$ cat src/rtl/colour_pkg.sv
// colour_pkg: shared definitions for the ColourMemory2000 datapath.
//   Colour codes (one-hot nibbles, 0 = unlit), LFSR feedback taps,
//   the sequence generator FSM state type and small colour helpers.
package colour_pkg;

  localparam logic [3:0]  C_BLACK  = 4'd0;
  localparam logic [3:0]  C_GREEN  = 4'd1;
  localparam logic [3:0]  C_RED    = 4'd2;
  localparam logic [3:0]  C_BLUE   = 4'd4;
  localparam logic [3:0]  C_YELLOW = 4'd8;

  localparam logic [15:0] LFSR_TAPS = 16'hB400;

  typedef enum logic {S_IDLE, S_FILL} seq_state_e;

  // Colour draw from the LFSR: one-hot of the two low bits.
  // Takes the whole state so callers need not slice it.
  function automatic logic [3:0] colour_draw(input logic [15:0] s);
    logic [3:0] c;
    case (s[1:0])
      2'd0:    c = C_GREEN;
      2'd1:    c = C_RED;
      2'd2:    c = C_BLUE;
      default: c = C_YELLOW;
    endcase
    return c;
  endfunction

  // Rotate a colour nibble left by one (yellow wraps to green).
  function automatic logic [3:0] rotl4(input logic [3:0] c);
    return {c[2:0], c[3]};
  endfunction

endpackage

$ cat src/rtl/lfsr16.sv
// lfsr16: free-running 16-bit Galois LFSR, shifts every clock.
//   clock : system clock
//   reset : asynchronous active-high reset, loads SEED
//   state : current register contents, never zero
module lfsr16
  import colour_pkg::*;
#(
  parameter logic [15:0] SEED = 16'hACE1
) (
  input  logic        clock,
  input  logic        reset,
  output logic [15:0] state
);

  // An all-zero state would lock the register up, so a zero seed becomes 1.
  localparam logic [15:0] SEED_NZ = (SEED == 16'h0) ? 16'h0001 : SEED;

  always_ff @(posedge clock or posedge reset) begin
    if (reset) state <= SEED_NZ;
    else       state <= {1'b0, state[15:1]} ^ (state[0] ? LFSR_TAPS : 16'h0);
  end

endmodule

$ cat src/rtl/colour_sequence_gen.sv
// colour_sequence_gen: builds the packed one-hot colour sequence for the
// game FSM, refilling it on every newGame / nextLevel request.
//   clock, reset     : system clock, async active-high reset
//   newGame          : pulse, length <= INIT_LENGTH and refill (wins ties)
//   nextLevel        : pulse, length <= length+1 (saturating) and refill
//   coloursequence   : slot i at [4i+3:4i]; valid slots one-hot, rest 0
//   seqLength        : number of valid slots
//   busy             : fill in progress (MAX_LENGTH cycles)
//   seqValid         : last fill completed
//   levelMaxed       : seqLength == MAX_LENGTH
module colour_sequence_gen
  import colour_pkg::*;
#(
  parameter int          MAX_LENGTH  = 8,
  parameter int          INIT_LENGTH = 3,
  parameter logic [15:0] SEED        = 16'hACE1,
  localparam int         LENW        = $clog2(MAX_LENGTH + 1),
  localparam int         IDXW        = $clog2(MAX_LENGTH)
) (
  input  logic                    clock,
  input  logic                    reset,
  input  logic                    newGame,
  input  logic                    nextLevel,
  output logic [4*MAX_LENGTH-1:0] coloursequence,
  output logic [LENW-1:0]         seqLength,
  output logic                    busy,
  output logic                    seqValid,
  output logic                    levelMaxed
);

  localparam logic [LENW-1:0] LEN_INIT = LENW'(INIT_LENGTH);
  localparam logic [LENW-1:0] LEN_MAX  = LENW'(MAX_LENGTH);
  localparam logic [IDXW-1:0] IDX_LAST = IDXW'(MAX_LENGTH - 1);

  seq_state_e                        state_q;
  logic [IDXW-1:0]                   idx_q;
  logic [MAX_LENGTH-1:0][3:0]        seq_q;
  logic [LENW-1:0]                   len_q, len_d;
  logic                              busy_q, valid_q, maxed_q;
  logic [15:0]                       lfsr_q;
  logic [3:0]                        col, prev, slot_d;

  lfsr16 #(.SEED(SEED)) u_lfsr (
    .clock (clock),
    .reset (reset),
    .state (lfsr_q)
  );

  always_comb begin
    col    = colour_draw(lfsr_q);
    prev   = (idx_q != '0) ? seq_q[idx_q - IDXW'(1)] : C_BLACK;
    // Slot 0 compares against black, which a drawn colour never equals.
    slot_d = C_BLACK;
    if (LENW'(idx_q) < len_q) slot_d = (col == prev) ? rotl4(col) : col;

    len_d = len_q;
    if (newGame)        len_d = LEN_INIT;
    else if (nextLevel) len_d = (len_q == LEN_MAX) ? len_q : len_q + LENW'(1);
  end

  always_ff @(posedge clock or posedge reset) begin
    if (reset) begin
      state_q <= S_IDLE;
      idx_q   <= '0;
      seq_q   <= '0;
      len_q   <= LEN_INIT;
      busy_q  <= 1'b0;
      valid_q <= 1'b0;
      maxed_q <= (INIT_LENGTH == MAX_LENGTH);
    end else begin
      case (state_q)
        S_IDLE: begin
          if (newGame || nextLevel) begin
            len_q   <= len_d;
            maxed_q <= (len_d == LEN_MAX);
            valid_q <= 1'b0;
            busy_q  <= 1'b1;
            idx_q   <= '0;
            state_q <= S_FILL;
          end
        end
        S_FILL: begin
          // Requests here are dropped, not queued.
          seq_q[idx_q] <= slot_d;
          if (idx_q == IDX_LAST) begin
            busy_q  <= 1'b0;
            valid_q <= 1'b1;
            state_q <= S_IDLE;
          end else begin
            idx_q <= idx_q + IDXW'(1);
          end
        end
        default: state_q <= S_IDLE;
      endcase
    end
  end

  assign coloursequence = seq_q;
  assign seqLength      = len_q;
  assign busy           = busy_q;
  assign seqValid       = valid_q;
  assign levelMaxed     = maxed_q;

endmodule

$ cat config.mk
export PLATFORM = sky130hd
export DESIGN_NAME = colour_sequence_gen
export DESIGN_NICKNAME = d
export VERILOG_FILES = /design/src/rtl/colour_pkg.sv /design/src/rtl/lfsr16.sv /design/src/rtl/colour_sequence_gen.sv
export SDC_FILE = /design/constraint.sdc
export NUM_CORES = 1
export LEC_CHECK = 0
export BUFFER_PORTS_ARGS = -buffer_cell sky130_fd_sc_hd__buf_2
export CORE_MARGIN = 2
export CORE_UTILIZATION = 59
export CTS_BUF_LIST = sky130_fd_sc_hd__clkbuf_4
export CTS_CLUSTER_DIAMETER = 120
export DETAILED_ROUTE_END_ITERATION = 8
export PLACE_DENSITY = 0.88
export SLEW_MARGIN = 30
export SYNTH_ARGS = -nofsm -noshare
export SYNTH_HDL_FRONTEND = slang
export SYNTH_SLANG_ARGS = --single-unit
$ cat constraint.sdc
create_clock -name clock -period 3.5 [get_ports clock]
set_input_delay 1.05 -clock clock [delete_from_list [all_inputs] [get_ports clock]]
set_output_delay 1.05 -clock clock [all_outputs]
set_load 0.05 [all_outputs]
==> flow_summary_export.csv <==
group,metric,value,unit
setup_path,worstSetupEndpointType,"register",
power,total_power,3.04,mW
cts,clk_latency,410,ps
timing,finalClockSkew,13.9,ps
timing,relSlewSlack,0.529,
run,max-cap-violations,0,
yosys,synthCells,254,
routing,avgViaCountPerCell,6.13,
die,dieArea,5430,sq um
cts,cts-resized-gates,0,
placed_design,dpl.hpwl,4130,um
cts,clock-sinks,59,
yosys,synth_edf_count,0,
grt,antenna_found_initial,0,
setup_path,worst-path-max-fanout,16,
routing,avgRoutedWirePerCell,17.0,um
cts,htree_num_levels,3,
timing,setup_viol,0,
die,row_count,25,
finish,drive_gt1_frac,0.315,
cts,cts_tree,"done",
worst_hold_path,hold_path_class,"register to register",
yosys,yosys_register_bits,59,
power,swShare,0.496,
timing,period_minus_slack,3150,ps
timing,hold_viol_final,0,
grt,grt_pass1_vias,2080,
yosys,syn_area,2860,sq um
finish,areaGrowthSynthToFinish,14.4,%
setup_path,criticalPathCategory,"register to register",
setup_path,cp.required,3800,ps
grt,grt_max_degree,60,
yosys,yosys_warnings,0,
timing,final_max_slew_viol_count,0,
cts,postCtsSetupBuffers,0,
finish,fin_cells,359,
setup_path,crit_path_start_kind,"register",
grt,grtUsageTotal,0.252,
routing,first_iter_violations,125,
die,die_w,73.7,um
finish,final_util,0.698,
cts,clock_path_buffers,2,
yosys,ys_types,38,
yosys,yosysMostFrequentCell,"dfrtp_1",
timing,tns,0,ps
routing,drt_first_pass_iters,5,
yosys,synth.area.top_cells,"dfrtp_1 (43%), dfstp_2 (9.2%), nand2_1 (6.0%)",
power,pwr_density_cell,929,nW/um^2
yosys,postSynth.asyncResetShare,1.00,
routing,via_count,2201,
yosys,ys_seq_area_frac,0.520,
finish,finalNetCount,312,
yosys,yosysTopAreaCell,"dfrtp_1",
die,coreArea,4690,sq um
placed_design,place_inst,343,
cts,clk_pin_slew,100,ps
cts,numCtsBuffers,9,
yosys,synth_area_per_cell,11.3,sq um
die,die_h,73.7,um
die,io_pins,43,
power,p_int,1.53,mW
placed_design,port_buffers,42,
power,power_frac_clock,0.181,
cts,ctsHoldBuffers,0,
finish,nFillCells,352,
power,seq_power_share,0.312,
power,p_comb_frac,0.507,
timing,fmax,317,MHz
routing,drc,0,
die,start_util,0.610,
yosys,ys_top_cells_by_count,"dfrtp_1 (49), nand2_1 (46), o21ai_0 (33)",
setup_path,arrival,3450,ps
power,p_switching,1.51,mW
finish,n_antenna_cell,0,
timing,worst_slew_pin_slew,707,ps
routing,antenna_left,0,
grt,overflow,0,
power,peakVddDrop,668,uV
timing,rsz0062_at_grt,"false",
yosys,syn-num-nets,266,
yosys,synthFlopType,"dfrtp_1",
grt,grt_pass1_wl,9880,um
yosys,yosysTopAreaCellShare,0.428,
timing,period_share,0.900,
cts,clockRootBuffer,"clkbuf_4",
placed_design,place.gp.congestion,0.923,
power,leakagePower,1.60,nW
routing,wirelength,6110,um
run_status,status,"completed",
sequential cells by signal (all words and copies together), names as in the netlist:
register        flops
state_q             1
seqValid            1
coloursequence     32
u_lfsr.state       16
levelMaxed          1
busy                1
seqLength           4
idx_q               3
worst max-delay path, cell delays in order, from the launching register on:
cell      delay (ps)
dfrtp_1          490
inv_1            110
ha_1             550
mux4_2           370
o21ai_0          120
nand2_1          200
nor4b_4          330
a211oi_1         110
and3_2           360
o41ai_1          400
stage by stage:
step	instance area, sq um	hold slack [ps]	setup WS, ps
6_report	3280	358	348
5_1_grt	3280	372	140
4_1_cts	3270	364	242
3_5_place_dp	3110	341	283
3_3_place_gp	3110	334	386
2_1_floorplan	2860	331	517
logic make-up after synthesis:
| family | Yosys count | share of synthesized area |
|---|---|---|
| adders and majority gates | 8 | 0.0350 |
| and+or+nand+nor | 80 | 0.135 |
| xor gates and xnor gates | 5 | 0.0153 |
| muxes | 10 | 0.0739 |
| DFF | 59 | 0.520 |
| AOI/OAI and AO/OA | 68 | 0.177 |
| buffers and inverters | 24 | 0.0437 |
final timing paths:
check | start | to | slack (ps) | cells past startpoint
min in group asynchronous | reset | coloursequence[0] | 680 | 3
max in group asynchronous | reset | seqLength[0] | 2520 | 3
max reg2reg | idx_q[1] | coloursequence[1] | 350 | 9
min reg2reg | u_lfsr.state[2] | u_lfsr.state[1] | 360 | 0
max | idx_q[1] | coloursequence[1] | 350 | 9
min | u_lfsr.state[2] | u_lfsr.state[1] | 360 | 0
layout make-up:
class / count / area [sq um] / share of cell area
Multi-Input combinational cell: 171 / 1250 / 0.383
Tap cell: 54 / 67.6 / 0.0206
Timing Repair Buffer: 47 / 260 / 0.0795
Clock inverter: 7 / 92.6 / 0.0283
Clock buffer: 9 / 67.6 / 0.0206
Inverter: 12 / 45.0 / 0.0138
Sequential cell: 59 / 1490 / 0.455
cells in the final DEF, fill, tap and decap left out, types with 3 or more instances in the layout:
master	Yosys	layout
dfrtp_1	49	49
nand2_1	46	46
buf_2	1	42
o21ai_0	33	33
inv_1	12	11
o41ai_2	10	10
dfstp_2	10	10
nand3_1	9	9
clkbuf_4	0	9
a21oi_1	9	8
ha_1	8	8
o41ai_1	7	7
mux4_2	5	5
nor3_1	4	4
nor2_1	4	4
xor2_1	4	4
buf_4	0	4
nor2b_1	3	3
mux4_1	3	3
nand2_2	3	3
nor4b_1	3	3
power groups by stage:
stage | registers [mW] | logic, mW | clock network (mW)
2_1_floorplan | 1.27 | 0.926 | 0
3_3_place_gp | 0.951 | 1.50 | 0
3_5_place_dp | 0.961 | 1.54 | 0
4_1_cts | 0.948 | 1.54 | 0.560
5_1_grt | 0.969 | 1.67 | 0.599
6_report | 0.950 | 1.54 | 0.550
routing by layer:
metal	vias to the layer above	global-route usage	part of all wire
li1	1012	-	-
met5	-	0	0
met3	15	0.119	0.083
met2	95	0.358	0.46
met4	0	0.101	0.022
met1	1079	0.334	0.43
Note: power is estimated with default switching activity, not from simulation.
